### src/rtl/uart_cmd_rx_if.sv
// Serial line and result signals between the board RX pin side and the
// command receiver; the receiver uses the slave modport.
interface uart_cmd_rx_if;
    logic       i_uart;
    logic [7:0] o_data;
    logic       o_valid;
    logic       o_frameErr;
    logic       o_busy;
    logic [2:0] o_dieSelect;
    logic       o_cmdValid;
    logic       o_badCmd;

    modport slave (
        input  i_uart,
        output o_data, o_valid, o_frameErr, o_busy,
        output o_dieSelect, o_cmdValid, o_badCmd
    );

    modport master (
        output i_uart,
        input  o_data, o_valid, o_frameErr, o_busy,
        input  o_dieSelect, o_cmdValid, o_badCmd
    );
endinterface

### src/rtl/uart_cmd_rx.sv
// 8N1 UART receiver that also decodes each good byte into the 3-bit
// die-select code used by the die-roll interface.
module uart_cmd_rx #(
    parameter int CLKS_PER_BIT = 434,
    parameter int CNT_W        = 16
) (
    input  logic          i_clk,
    input  logic          i_reset,
    uart_cmd_rx_if.slave  bus
);

    typedef enum logic [1:0] {
        ST_IDLE  = 2'd0,
        ST_START = 2'd1,
        ST_DATA  = 2'd2,
        ST_STOP  = 2'd3
    } state_t;

    localparam logic [CNT_W-1:0] CNT_LAST = CNT_W'(CLKS_PER_BIT - 1);
    localparam logic [CNT_W-1:0] CNT_HALF = CNT_W'((CLKS_PER_BIT - 1) / 2);

    // Bit 3 flags a defined command; bits 2:0 carry the die-select code.
    function automatic logic [3:0] decode_cmd(input logic [7:0] b);
        logic [3:0] r;
        case (b)
            8'h61:   r = 4'b1_000;
            8'h62:   r = 4'b1_001;
            8'h63:   r = 4'b1_010;
            8'h64:   r = 4'b1_011;
            8'h65:   r = 4'b1_100;
            8'h66:   r = 4'b1_101;
            8'h74:   r = 4'b1_111;
            default: r = 4'b0_000;
        endcase
        return r;
    endfunction

    state_t           state_q, state_d;
    logic [CNT_W-1:0] cnt_q, cnt_d;
    logic [2:0]       idx_q, idx_d;
    logic [7:0]       shift_q, shift_d;
    logic             sync1_q, sync2_q, prev_q;
    logic [7:0]       data_q, data_d;
    logic             valid_q, valid_d;
    logic             ferr_q, ferr_d;
    logic             busy_q, busy_d;
    logic [2:0]       die_q, die_d;
    logic             cmdv_q, cmdv_d;
    logic             bad_q, bad_d;
    logic [3:0]       decode_s;

    // Synchronizer and edge-history flops; all reset high to match an idle line.
    always_ff @(posedge i_clk or posedge i_reset) begin
        if (i_reset) begin
            sync1_q <= 1'b1;
            sync2_q <= 1'b1;
            prev_q  <= 1'b1;
        end else begin
            sync1_q <= bus.i_uart;
            sync2_q <= sync1_q;
            prev_q  <= sync2_q;
        end
    end

    // Receiver state and output registers.
    always_ff @(posedge i_clk or posedge i_reset) begin
        if (i_reset) begin
            state_q <= ST_IDLE;
            cnt_q   <= '0;
            idx_q   <= 3'd0;
            shift_q <= 8'h00;
            data_q  <= 8'h00;
            valid_q <= 1'b0;
            ferr_q  <= 1'b0;
            busy_q  <= 1'b0;
            die_q   <= 3'b000;
            cmdv_q  <= 1'b0;
            bad_q   <= 1'b0;
        end else begin
            state_q <= state_d;
            cnt_q   <= cnt_d;
            idx_q   <= idx_d;
            shift_q <= shift_d;
            data_q  <= data_d;
            valid_q <= valid_d;
            ferr_q  <= ferr_d;
            busy_q  <= busy_d;
            die_q   <= die_d;
            cmdv_q  <= cmdv_d;
            bad_q   <= bad_d;
        end
    end

    // Next-state, bit sampling and command decode.
    always_comb begin
        state_d  = state_q;
        cnt_d    = cnt_q;
        idx_d    = idx_q;
        shift_d  = shift_q;
        data_d   = data_q;
        valid_d  = 1'b0;
        ferr_d   = 1'b0;
        die_d    = die_q;
        cmdv_d   = 1'b0;
        bad_d    = 1'b0;
        decode_s = decode_cmd(shift_q);

        case (state_q)
            ST_IDLE: begin
                // Only a high-to-low transition arms; a held-low break does not.
                if (prev_q && !sync2_q) begin
                    state_d = ST_START;
                    cnt_d   = '0;
                end else begin
                    state_d = ST_IDLE;
                end
            end
            ST_START: begin
                if (cnt_q == CNT_HALF) begin
                    cnt_d = '0;
                    if (!sync2_q) begin
                        state_d = ST_DATA;
                        idx_d   = 3'd0;
                    end else begin
                        state_d = ST_IDLE;
                    end
                end else begin
                    cnt_d = cnt_q + CNT_W'(1);
                end
            end
            ST_DATA: begin
                if (cnt_q == CNT_LAST) begin
                    cnt_d          = '0;
                    shift_d[idx_q] = sync2_q;
                    if (idx_q == 3'd7) begin
                        state_d = ST_STOP;
                    end else begin
                        idx_d = idx_q + 3'd1;
                    end
                end else begin
                    cnt_d = cnt_q + CNT_W'(1);
                end
            end
            ST_STOP: begin
                // Leaving at mid stop bit keeps back-to-back start edges visible.
                if (cnt_q == CNT_LAST) begin
                    cnt_d   = '0;
                    state_d = ST_IDLE;
                    if (sync2_q) begin
                        data_d  = shift_q;
                        valid_d = 1'b1;
                        if (decode_s[3]) begin
                            die_d  = decode_s[2:0];
                            cmdv_d = 1'b1;
                        end else begin
                            bad_d = 1'b1;
                        end
                    end else begin
                        ferr_d = 1'b1;
                    end
                end else begin
                    cnt_d = cnt_q + CNT_W'(1);
                end
            end
            default: begin
                state_d = ST_IDLE;
                cnt_d   = '0;
            end
        endcase

        busy_d = (state_d != ST_IDLE);
    end

    assign bus.o_data      = data_q;
    assign bus.o_valid     = valid_q;
    assign bus.o_frameErr  = ferr_q;
    assign bus.o_busy      = busy_q;
    assign bus.o_dieSelect = die_q;
    assign bus.o_cmdValid  = cmdv_q;
    assign bus.o_badCmd    = bad_q;

endmodule

### src/flat_wrapper.sv
// flat-port wrapper written by rule: the top's interface ports become plain ports
module uart_cmd_rx_flat 
#(
    parameter int CLKS_PER_BIT = 434,
    parameter int CNT_W        = 16
)
  (i_clk, i_reset, bus_i_uart, bus_o_data, bus_o_valid, bus_o_frameErr, bus_o_busy, bus_o_dieSelect, bus_o_cmdValid, bus_o_badCmd);
  uart_cmd_rx_if bus_i ();
  input  logic i_clk;
  input  logic i_reset;
  input wire logic [$bits(bus_i.i_uart)-1:0] bus_i_uart;
  output wire logic [$bits(bus_i.o_data)-1:0] bus_o_data;
  output wire logic [$bits(bus_i.o_valid)-1:0] bus_o_valid;
  output wire logic [$bits(bus_i.o_frameErr)-1:0] bus_o_frameErr;
  output wire logic [$bits(bus_i.o_busy)-1:0] bus_o_busy;
  output wire logic [$bits(bus_i.o_dieSelect)-1:0] bus_o_dieSelect;
  output wire logic [$bits(bus_i.o_cmdValid)-1:0] bus_o_cmdValid;
  output wire logic [$bits(bus_i.o_badCmd)-1:0] bus_o_badCmd;
  assign bus_i.i_uart = bus_i_uart;
  assign bus_o_data = bus_i.o_data;
  assign bus_o_valid = bus_i.o_valid;
  assign bus_o_frameErr = bus_i.o_frameErr;
  assign bus_o_busy = bus_i.o_busy;
  assign bus_o_dieSelect = bus_i.o_dieSelect;
  assign bus_o_cmdValid = bus_i.o_cmdValid;
  assign bus_o_badCmd = bus_i.o_badCmd;
  uart_cmd_rx #(.CLKS_PER_BIT(CLKS_PER_BIT), .CNT_W(CNT_W)) u_core (.i_clk(i_clk), .i_reset(i_reset), .bus(bus_i));
endmodule
### config.mk
export PLATFORM = sky130hd
export DESIGN_NAME = uart_cmd_rx_flat
export DESIGN_NICKNAME = d
export VERILOG_FILES = /design/src/rtl/uart_cmd_rx_if.sv /design/src/rtl/uart_cmd_rx.sv /design/src/flat_wrapper.sv
export SDC_FILE = /design/constraint.sdc
export NUM_CORES = 1
export LEC_CHECK = 0
export ABC_AREA = 1
export BUFFER_PORTS_ARGS = -buffer_cell sky130_fd_sc_hd__buf_2
export CELL_PAD_IN_SITES_DETAIL_PLACEMENT = 1
export CELL_PAD_IN_SITES_GLOBAL_PLACEMENT = 1
export CORE_MARGIN = 2
export CORE_UTILIZATION = 44
export DETAILED_ROUTE_END_ITERATION = 6
export PLACE_DENSITY = 0.74
export SYNTH_ARGS = -nofsm -noshare
export SYNTH_HDL_FRONTEND = slang
export SYNTH_SLANG_ARGS = --single-unit
### constraint.sdc
create_clock -name i_clk -period 2.25 [get_ports i_clk]
set_clock_uncertainty 0.1 [all_clocks]
set_input_delay 0.1125 -clock i_clk [delete_from_list [all_inputs] [get_ports i_clk]]
set_output_delay 0.1125 -clock i_clk [all_outputs]
set_load 0.02 [all_outputs]
==> impl_metrics.py <==
metrics = {
    "worst_setup_path": {
        "cp.depth": 9,
        "critical_path.top_delay_family": "simple AND/OR/NAND/NOR gates",
        "crit_fanout": 14,
        "critical-path-max-stage-delay_ps": 410,
        "crit_path_start_kind": "flip-flop",
        "critical-path-top-cell-by-count": "sky130_fd_sc_hd__nand3_1",
        "arrival_ps": 2070,
        "cp.buffers_inverters": 1,
        "crit_path_end_kind": "flip-flop",
        "worst_ep_required_time_ps": 2330,
        "critPathSlowestCell": "sky130_fd_sc_hd__dfrtp_1",
        "crit_path_cell_trace": "inv_1, ha_1, nand3_1, nor2_2, nand2_4, nand2_1, nand3_2, nand3_1, o21ai_0",
        "reg2regPathDepth": 9,
        "criticalPathCategory": "flip-flop to flip-flop",
    },
    "yosys": {
        "synth_compound_gate_area_share": 0.0710,
        "yosysTopAreaCell": "sky130_fd_sc_hd__dfrtp_1",
        "synthesis.instances": 345,
        "synth_largest_type_area_fraction": 0.423,
        "synth.top_cells.by_area": "sky130_fd_sc_hd__dfrtp_1, sky130_fd_sc_hd__nand2_1, sky130_fd_sc_hd__nand3_1",
        "synth_top_family_by_area": "simple AND/OR/NAND/NOR gates",
        "yosys-top-cells-count": "sky130_fd_sc_hd__nand2_1, sky130_fd_sc_hd__dfrtp_1, sky130_fd_sc_hd__nor2_1",
        "synth-edff-count": 0,
        "synth-seq-area-share": 0.453,
        "synth_simple_gate_area_share": 0.346,
        "avgSynthCellArea_sq_um": 7.71,
        "yosys_most_used_dff": "sky130_fd_sc_hd__dfrtp_1",
        "async_reset_ff_frac": 1.00,
        "netlist-cell-type-count": 32,
        "postSynthRegisterBits": 48,
        "netlist_area_sq_mm": 0.00266,
        "post_synthesis_net_count": 357,
        "share_of_synthesized_cell_area_in_full_adder_half_adder_and_majority_cells": 0.0423,
        "synthMostInstantiatedCell": "sky130_fd_sc_hd__nand2_1",
        "synth_mux_area_frac": 0,
        "number_of_warnings_issued_by_yosys": 0,
        "yosys.area_share.xor_xnor": 0.0230,
    },
    "sta": {
        "final.setup.tns_ps": 0,
        "finalCritPeriodShare": 0.886,
        "grt_setup_unrepaired": "false",
        "final_hold_viol_count": 0,
        "max_freq_ghz": 0.502,
        "slew-limit-headroom": 0.574,
        "finalCriticalPeriod_ps": 1990,
        "timing_worst_slew_pin_value_ps": 639,
        "final-max-slew-violation-count": 0,
        "setup_violations": 0,
    },
    "detailed_routing": {
        "route.detailed.wl_per_inst_microns": 14.1,
        "drc_errors": 0,
        "detail-route-antenna-nets": 0,
        "via_per_inst": 4.99,
        "drt-initial-drc-count": 79,
        "postRouteWirelength_microns": 6300,
        "num_vias": 2230,
        "drt_pre_antenna_iters": 4,
    },
    "layout": {
        "post_route_cells_drive_above_1_share": 0.161,
        "fill_cells": 765,
        "design.final.nets": 383,
        "area_taken_by_multi_input_logic_gates_sq_mm": 0.00128,
        "syn2layout_area_growth_pct": 12.8,
        "instances_no_fill": 447,
        "postLayoutCoreUtil": 0.510,
        "seq_area_sq_mm": 0.00120,
        "insertedDiodeCount": 0,
    },
    "clock_network": {
        "clk_path_buf_depth": 2,
        "post-cts-setup-buffer-count": 0,
        "tritoncts.num_buffers": 5,
        "cts_hold_buf": 2,
        "tritoncts": "done",
        "cts_root_buffer": "sky130_fd_sc_hd__clkbuf_8",
        "post_cts.resized_instances": 0,
        "clk-insertion-delay-late_ps": 310,
        "clock_tree.htree_level_count": 2,
        "cts.reportedPaths.clkPinSlew_ps": 100,
        "cts_sinks": 48,
    },
    "grt": {
        "grt_overflow_total": 0,
        "first_global_vias": 2228,
        "wire_length_of_the_first_global_routing_pass_microns": 11000,
        "antenna_violations_before_repair": 0,
        "maximum_number_of_pins_on_one_net_before_global_route_repair": 35,
        "global_route.usage.total": 0.213,
    },
    "placement": {
        "buffer_ports.inserted": 18,
        "post-place-cells": 437,
        "place.gp.congestion": 0.786,
        "hpwl_microns": 4810,
    },
    "floorplan": {
        "fp.coreArea_sq_mm": 0.00589,
        "die_area_sq_mm": 0.00669,
        "die_w_microns": 81.8,
        "floorplan.initialDensity": 0.452,
        "ioPinCount": 19,
        "num_rows": 28,
        "die_h_microns": 81.8,
    },
    "power": {
        "cellPowerDensity_mw_per_mm2": 692,
        "leakagePower_nw": 1.54,
        "vdd_drop_max_mv": 0.374,
    },
    "min_path": {
        "min_path_type": "primary input to async pin",
    },
    "status": {
        "outcome": "finished clean",
    },
    "flow_run": {
        "cap_violations": 0,
    },
}
[worst register-to-register path, cell delays in order, from the launching register on]
cell and delay (ps):
sky130_fd_sc_hd__dfrtp_1 410, sky130_fd_sc_hd__inv_1 100, sky130_fd_sc_hd__ha_1 150, sky130_fd_sc_hd__nand3_1 130, sky130_fd_sc_hd__nor2_2 200, sky130_fd_sc_hd__nand2_4 90
sky130_fd_sc_hd__nand2_1 120, sky130_fd_sc_hd__nand3_2 300, sky130_fd_sc_hd__nand3_1 160, sky130_fd_sc_hd__o21ai_0 100
[cells by family after synthesis]
group                      count (synthesis)
xor gates and xnor gates                   7
and+or+nand+nor                          208
adders and majority gates                  9
DFF                                       48
AOI/OAI and AO/OA                         30
buffers and inverters                     43
[layout make-up]
cell class,count,share of cell area
sequential,48,0.401
tap,75,0.0313
timing repair buffer,23,0.0442
clock buffer,5,0.0229
inverter,39,0.0496
clock inverter,3,0.0229
multi-input combinational,254,0.428
[worst paths after layout]
| kind | startpoint | to | slack, ps |
|---|---|---|---|
| setup / recovery | u_core.cnt_q[1] | u_core.cnt_q[1] | 260 |
| hold / removal | i_reset | u_core.cnt_q[3] | 200 |
| setup reg to reg | u_core.cnt_q[1] | u_core.cnt_q[1] | 260 |
| hold reg to reg | u_core.sync1_q | u_core.sync2_q | 260 |
| max in group asynchronous | i_reset | u_core.sync1_q | 1070 |
| min in group i_clk | u_core.sync1_q | u_core.sync2_q | 260 |
[cells in the final DEF, fill, tap and decap left out, drive strengths merged]
cell | Yosys | layout
xor2 | 5 | 5
nor2 | 40 | 40
a21boi | 1 | 1
o211ai | 1 | 1
inv | 39 | 40
ha | 9 | 9
bufinv | 0 | 2
nand3b | 5 | 5
dfrtp | 45 | 45
o21ai | 24 | 24
dlygate4sd3 | 0 | 2
nand3 | 36 | 36
nand2 | 116 | 116
nor3 | 4 | 4
buf | 3 | 21
nand4 | 7 | 7
o2111ai | 2 | 2
xnor2 | 2 | 2
a21oi | 2 | 2
clkbuf | 1 | 5
dfstp | 3 | 3
[routing by layer]
layer	track usage	wire length (microns)	part of all wire
met1	0.313	3330	0.53
met2	0.334	2760	0.44
met3	0.0341	158	0.025
met4	0.0400	51	0.0081
met5	0	0	0
[metrics by stage]
| step | hold WS (ps) | power [mW] | worst slack [ps] | instance area [sq um] |
|---|---|---|---|---|
| global placement | -13.3 | 1.33 | 325 | 2840 |
| global route | 252 | 2.19 | 27.4 | 3000 |
| CTS | 207 | 2.11 | 196 | 3000 |
| finish | 202 | 2.08 | 257 | 3000 |
| detailed placement | -7.29 | 1.34 | 221 | 2840 |
| floorplan | 17.0 | 1.21 | 517 | 2660 |
[power breakdown]
part / total, mW / leakage, nW / internal, mW / switching (mW)
clock: 0.757 / 0.0687 / 0.447 / 0.310
sequential: 0.921 / 0.656 / 0.897 / 0.0240
combinational: 0.398 / 0.810 / 0.101 / 0.297
total: 2.08 / 1.54 / 1.44 / 0.631
[flip-flops by register name, summed over array words and instances (netlist names)]
| name | flops |
|---|---|
| u_core.bus.o_dieSelect | 3 |
| u_core.bus.o_badCmd | 1 |
| u_core.sync1_q | 1 |
| u_core.state_q | 2 |
| u_core.idx_q | 3 |
| u_core.bus.o_cmdValid | 1 |
| u_core.bus.o_valid | 1 |
| u_core.bus.o_data | 8 |
| u_core.prev_q | 1 |
| u_core.cnt_q | 16 |
| u_core.shift_q | 8 |
| u_core.bus.o_busy | 1 |
| u_core.sync2_q | 1 |
| u_core.bus.o_frameErr | 1 |
No activity file was read; power rests on OpenSTA's default activity.
